### src/rtl/jtag_dr_bank.sv
// JTAG data-register bank: BYPASS, IDCODE, USERCODE, RUNBIST status and a boundary-scan
// register with update stage and pad/core steering. TDO is launched on the falling TCK edge.
module jtag_dr_bank #(
    parameter int                    IR_WIDTH   = 4,
    parameter int                    ID_WIDTH   = 32,
    parameter logic [ID_WIDTH-1:0]   ID_VALUE   = 32'h1234_5679,
    parameter int                    USER_WIDTH = 32,
    parameter logic [USER_WIDTH-1:0] USER_VALUE = 32'hA1A1_A1A1,
    parameter int                    N_IO       = 4
) (
    input  logic                TCK,
    input  logic                TRST,
    input  logic                TLR,
    input  logic                TDI,
    input  logic                UPDATE_IR,
    input  logic [IR_WIDTH-1:0] LATCH_IR,
    input  logic                CAPTURE_DR,
    input  logic                SHIFT_DR,
    input  logic                UPDATE_DR,
    input  logic [N_IO-1:0]     PIN_IN,
    input  logic [N_IO-1:0]     CORE_OUT,
    input  logic [N_IO-1:0]     CORE_OE,
    input  logic                BIST_DONE,
    input  logic                BIST_PASS,
    output logic [N_IO-1:0]     PAD_OUT,
    output logic [N_IO-1:0]     PAD_OE,
    output logic [N_IO-1:0]     CORE_IN,
    output logic                BIST_RUN,
    output logic                TDO,
    output logic                TDO_EN
);

    localparam int BSR_WIDTH = 3 * N_IO;

    localparam logic [IR_WIDTH-1:0] OP_SAMPLE   = IR_WIDTH'(1);
    localparam logic [IR_WIDTH-1:0] OP_EXTEST   = IR_WIDTH'(2);
    localparam logic [IR_WIDTH-1:0] OP_INTEST   = IR_WIDTH'(3);
    localparam logic [IR_WIDTH-1:0] OP_RUNBIST  = IR_WIDTH'(4);
    localparam logic [IR_WIDTH-1:0] OP_CLAMP    = IR_WIDTH'(5);
    localparam logic [IR_WIDTH-1:0] OP_IDCODE   = IR_WIDTH'(7);
    localparam logic [IR_WIDTH-1:0] OP_USERCODE = IR_WIDTH'(8);
    localparam logic [IR_WIDTH-1:0] OP_HIGHZ    = IR_WIDTH'(9);

    localparam logic [ID_WIDTH-1:0] ID_CAPTURE = ID_VALUE | ID_WIDTH'(1);

    logic [IR_WIDTH-1:0]   instr;
    logic [ID_WIDTH-1:0]   id_reg;
    logic [USER_WIDTH-1:0] user_reg;
    logic                  bypass_reg;
    logic [1:0]            status_reg;
    logic [BSR_WIDTH-1:0]  bsr;
    logic [BSR_WIDTH-1:0]  upd;
    logic                  sel_bsr, sel_id, sel_user, sel_stat, sel_byp;
    logic                  dr_lsb;
    logic                  rst;

    assign rst = TRST | TLR;

    // Anything not explicitly decoded falls through to the 1-bit bypass register.
    always_comb begin
        sel_bsr  = (instr == OP_SAMPLE) || (instr == OP_EXTEST) || (instr == OP_INTEST);
        sel_id   = (instr == OP_IDCODE);
        sel_user = (instr == OP_USERCODE);
        sel_stat = (instr == OP_RUNBIST);
        sel_byp  = !(sel_bsr || sel_id || sel_user || sel_stat);
    end

    always_ff @(posedge TCK) begin
        if (rst) begin
            instr      <= OP_IDCODE;
            id_reg     <= ID_CAPTURE;
            user_reg   <= USER_VALUE;
            bypass_reg <= 1'b0;
            status_reg <= 2'b00;
            bsr        <= '0;
            upd        <= '0;
        end else if (UPDATE_IR) begin
            instr <= LATCH_IR;
        end else if (CAPTURE_DR) begin
            if (sel_id)   id_reg     <= ID_CAPTURE;
            if (sel_user) user_reg   <= USER_VALUE;
            if (sel_byp)  bypass_reg <= 1'b0;
            if (sel_stat) status_reg <= {BIST_PASS, BIST_DONE};
            if (instr == OP_SAMPLE) bsr <= {CORE_OE, CORE_OUT, PIN_IN};
            if (instr == OP_EXTEST) bsr[N_IO-1:0] <= PIN_IN;
            if (instr == OP_INTEST) bsr[BSR_WIDTH-1:N_IO] <= {CORE_OE, CORE_OUT};
        end else if (SHIFT_DR) begin
            if (sel_id)   id_reg     <= {TDI, id_reg[ID_WIDTH-1:1]};
            if (sel_user) user_reg   <= {TDI, user_reg[USER_WIDTH-1:1]};
            if (sel_byp)  bypass_reg <= TDI;
            if (sel_stat) status_reg <= {TDI, status_reg[1]};
            if (sel_bsr)  bsr        <= {TDI, bsr[BSR_WIDTH-1:1]};
        end else if (UPDATE_DR && sel_bsr) begin
            upd <= bsr;
        end
    end

    always_comb begin
        dr_lsb = bypass_reg;
        if (sel_bsr)  dr_lsb = bsr[0];
        if (sel_id)   dr_lsb = id_reg[0];
        if (sel_user) dr_lsb = user_reg[0];
        if (sel_stat) dr_lsb = status_reg[0];
    end

    always_ff @(negedge TCK) begin
        if (rst) begin
            TDO    <= 1'b0;
            TDO_EN <= 1'b0;
        end else begin
            TDO    <= dr_lsb;
            TDO_EN <= SHIFT_DR;
        end
    end

    always_comb begin
        PAD_OUT  = CORE_OUT;
        PAD_OE   = CORE_OE;
        CORE_IN  = PIN_IN;
        BIST_RUN = (instr == OP_RUNBIST);
        if ((instr == OP_EXTEST) || (instr == OP_CLAMP)) begin
            PAD_OUT = upd[2*N_IO-1:N_IO];
            PAD_OE  = upd[BSR_WIDTH-1:2*N_IO];
        end else if ((instr == OP_HIGHZ) || (instr == OP_INTEST)) begin
            PAD_OUT = '0;
            PAD_OE  = '0;
        end
        if (instr == OP_INTEST) CORE_IN = upd[N_IO-1:0];
    end

endmodule

### config.mk
export PLATFORM = sky130hd
export DESIGN_NAME = jtag_dr_bank
export DESIGN_NICKNAME = d
export VERILOG_FILES = /design/src/rtl/jtag_dr_bank.sv
export SDC_FILE = /design/constraint.sdc
export NUM_CORES = 1
export LEC_CHECK = 0
export ABC_CLOCK_PERIOD_IN_PS = 2200
export CORE_MARGIN = 2
export CORE_UTILIZATION = 35
export DETAILED_ROUTE_END_ITERATION = 10
export GPL_TIMING_DRIVEN = 0
export PLACE_DENSITY_LB_ADDON = 0.1
export SYNTH_ARGS = -nofsm -noshare
export SYNTH_HDL_FRONTEND = slang
export SYNTH_SLANG_ARGS = --single-unit
export TNS_END_PERCENT = 10
### constraint.sdc
create_clock -name TCK -period 2.2 [get_ports TCK]
set_clock_uncertainty 0.15 [all_clocks]
set_input_delay 0.44 -clock TCK [delete_from_list [all_inputs] [get_ports TCK]]
set_output_delay 0.44 -clock TCK [all_outputs]
set_load 0.02 [all_outputs]
==> impl_metrics.tcl <==
set metrics [dict create \
    setup.worst_path.start_class "flop" \
    yosysWarnings 0 \
    seq_area_um2 1952 \
    io_pins 41 \
    finalNonFillerCells 738 \
    htree_levels 3 \
    drc 0 \
    synth_edf_count 0 \
    place_congestion 0.7790 \
    pwr_density_cell_nw_per_um2 724.4 \
    min_from "UPDATE_IR" \
    cp_max_fo 6 \
    p_leak_nw 2.036 \
    fin_nets 612 \
    finalHoldViolations 0 \
    violations "setup timing" \
    cts_buffers 9 \
    multi_input_area_um2 2180 \
    grt_overflow_total 0 \
    num_rows 40 \
    die_h_um 114.5 \
    wirelength_um 11340 \
    r2r_start "instr[2]" \
    viasPerCell 5.175 \
    ys_seq_area_share_pct 45.47 \
    reg2reg_depth 6 \
    wl_per_cell_um 15.36 \
    hold_depth 2 \
    dp_hpwl_um 7564 \
    start_util_pct 35.70 \
    syn_area_um2 4270 \
    critPathArrivalTime_ns 1.62 \
    syn_inst 511 \
    rrSetupSlack_ns -0.40 \
    area_growth_pct 30.85 \
    cts.sink_count 97 \
    worstHoldPathType "input pin to flop" \
    syn_nets 537 \
    grt_setup_unrepaired "true" \
    setup_viol 46 \
    critical_path_class "flop to flop" \
    antenna_cells 0 \
    core-area_um2 11960 \
    synth_area_leaders "dfxtp_1 45%, nand3b_1 6.7%, mux2i_1 6.3%" \
    io_buffers 39 \
    die-width_um 114.5 \
    vdd_drop_max_mv 0.5180 \
    critPathRequiredTime_ns 1.22 \
    clk_path_buf_depth 2 \
    hold_ws_ns 0.1910 \
    drv_cap 0 \
    outcome "finished with violations" \
    grt_pass1_vias 3606 \
    slew_headroom_pct 53.83 \
    cts.clk_slew.worst_paths_ns 0.06 \
    tritoncts "yes" \
    setup_ws_ns -0.4039 \
    dp.cells 697 \
    fin_util_pct 46.72 \
    drt_iter0_markers 166 \
    mostFrequentLayoutCells "93 x dfxtp_1, 60 x nor2_1, 47 x a21oi_1" \
    drive_gt1_share_pct 19.63 \
    grt.total_usage_pct 18.24 \
    synth_cell_type_count 42 \
    clk_latency_ns 0.35 \
    synth_top_area_share_pct 45.47 \
    grt_pass1_wl_um 18590 \
    async_flop_share_pct 0 \
    synth.largest_area_cell "dfxtp_1" \
    antenna_found_initial 0 \
    rr_endpoint "TDO" \
    cts_hold_buf 0 \
    synth_flop_cell "dfxtp_1" \
    max_slew.worst_pin.slew_ns 0.6868 \
    slew_violations 0 \
    num-fill-cells 1184 \
    cts_root_buf "clkbuf_16" \
    grt_max_degree 16 \
    worstSetupEndpointType "flop" \
    synth.ff_latch_count 97 \
    hold_end "instr[2]" \
    route.vias.total 3819 \
    dieArea_um2 13100 \
    layout_commonest_cell "dfxtp_1" \
    ant_nets 0 \
    first_pass_iters 4 \
    syn_area_per_cell_um2 8.357 \
]
## layout make-up
class	count	area share, %
well taps	147	3.292
clock inverters	8	1.993
clock buffers	10	4.277
multi-input cells	356	39.01
plain buffers	43	4.747
flip-flops and latches	97	34.93
repair buffers	65	10.82
inverters	12	0.9404
## cells in the mapped netlist (2+ instances only)
library cell   n
clkbuf_1      26
clkbuf_8       2
mux2_2         4
dfxtp_1       97
mux2i_1       27
nor2b_1        4
a211oi_1      15
o21bai_1       2
o22ai_1        2
nor2_1        63
nand3b_1      38
buf_6          2
or3_1          2
nand2_1       47
nand2b_1       3
o21ai_1        5
a21oi_1       50
or2_2          2
o21ai_0       30
nand4_1        2
nor3_1        29
buf_2          8
nor4_2         2
nand3_1        7
o211ai_1       9
inv_1         13
buf_1          5
## how the worst max path moves through the flow
stage / cells after the start / to / start
floorplan: 4 / TDO / instr[1]
global placement: 4 / TDO / TLR
detailed placement: 4 / TDO / TLR
CTS: 5 / TDO / instr[0]
global route: 6 / TDO / instr[2]
finish: 6 / TDO / instr[2]
## logic make-up (layout without fill, tap and decap cells)
| family | count (synthesis) | in the layout | synth area share, % |
|---|---|---|---|
| simple gates | 205 | 205 | 24.14 |
| xor+xnor | 1 | 1 | 0.2051 |
| buf+inv | 58 | 138 | 6.651 |
| mux | 31 | 31 | 7.383 |
| flops | 97 | 97 | 45.47 |
| compound gates | 119 | 119 | 16.14 |
## routing by layer
| metal | vias to the layer above | track usage, % | wire (µm) |
|---|---|---|---|
| li1 | 1924 | - | - |
| met2 | 57 | 29.66 | 5460 |
| met5 | - | 0 | 0 |
| met3 | 9 | 5.294 | 471 |
| met4 | 0 | 5.041 | 145 |
| met1 | 1829 | 23.65 | 5257 |
## stage by stage
| stage | setup WS [ns] | total power [mW] | instance area (µm²) | TNS (ns) |
|---|---|---|---|---|
| after floorplan | -0.3574 | 2.058 | 4295 | -0.4539 |
| after global placement | -1.066 | 2.226 | 4870 | -47.26 |
| after detailed placement | -1.073 | 2.228 | 4870 | -47.24 |
| after CTS | -0.4600 | 4.068 | 5383 | -3.915 |
| after global routing | -0.4445 | 4.197 | 5588 | -12.61 |
| final | -0.4039 | 4.048 | 5588 | -4.481 |
## timing repair
action,CTS,global route
gates resized for setup,108,23
buffers inserted,10,14
endpoints found under the setup margin,65,90
pin swaps,7,6
cloned,0,2
## worst max-delay path: stages (launching register included)
cell,delay (ns)
dfxtp_2,0.33
buf_6,0.13
clkinvlp_4,0.10
buf_4,0.12
o22ai_1,0.08
a22o_1,0.18
o311a_1,0.33
## power by group
part	switching, mW	internal, mW	total (mW)	leakage, nW
registers	0.00991	1.77	1.78	0.784
logic	0.248	0.193	0.441	1.07
clock network	0.686	1.14	1.83	0.183
total	0.944	3.10	4.05	2.04
Note: power is estimated with default switching activity, not from simulation.
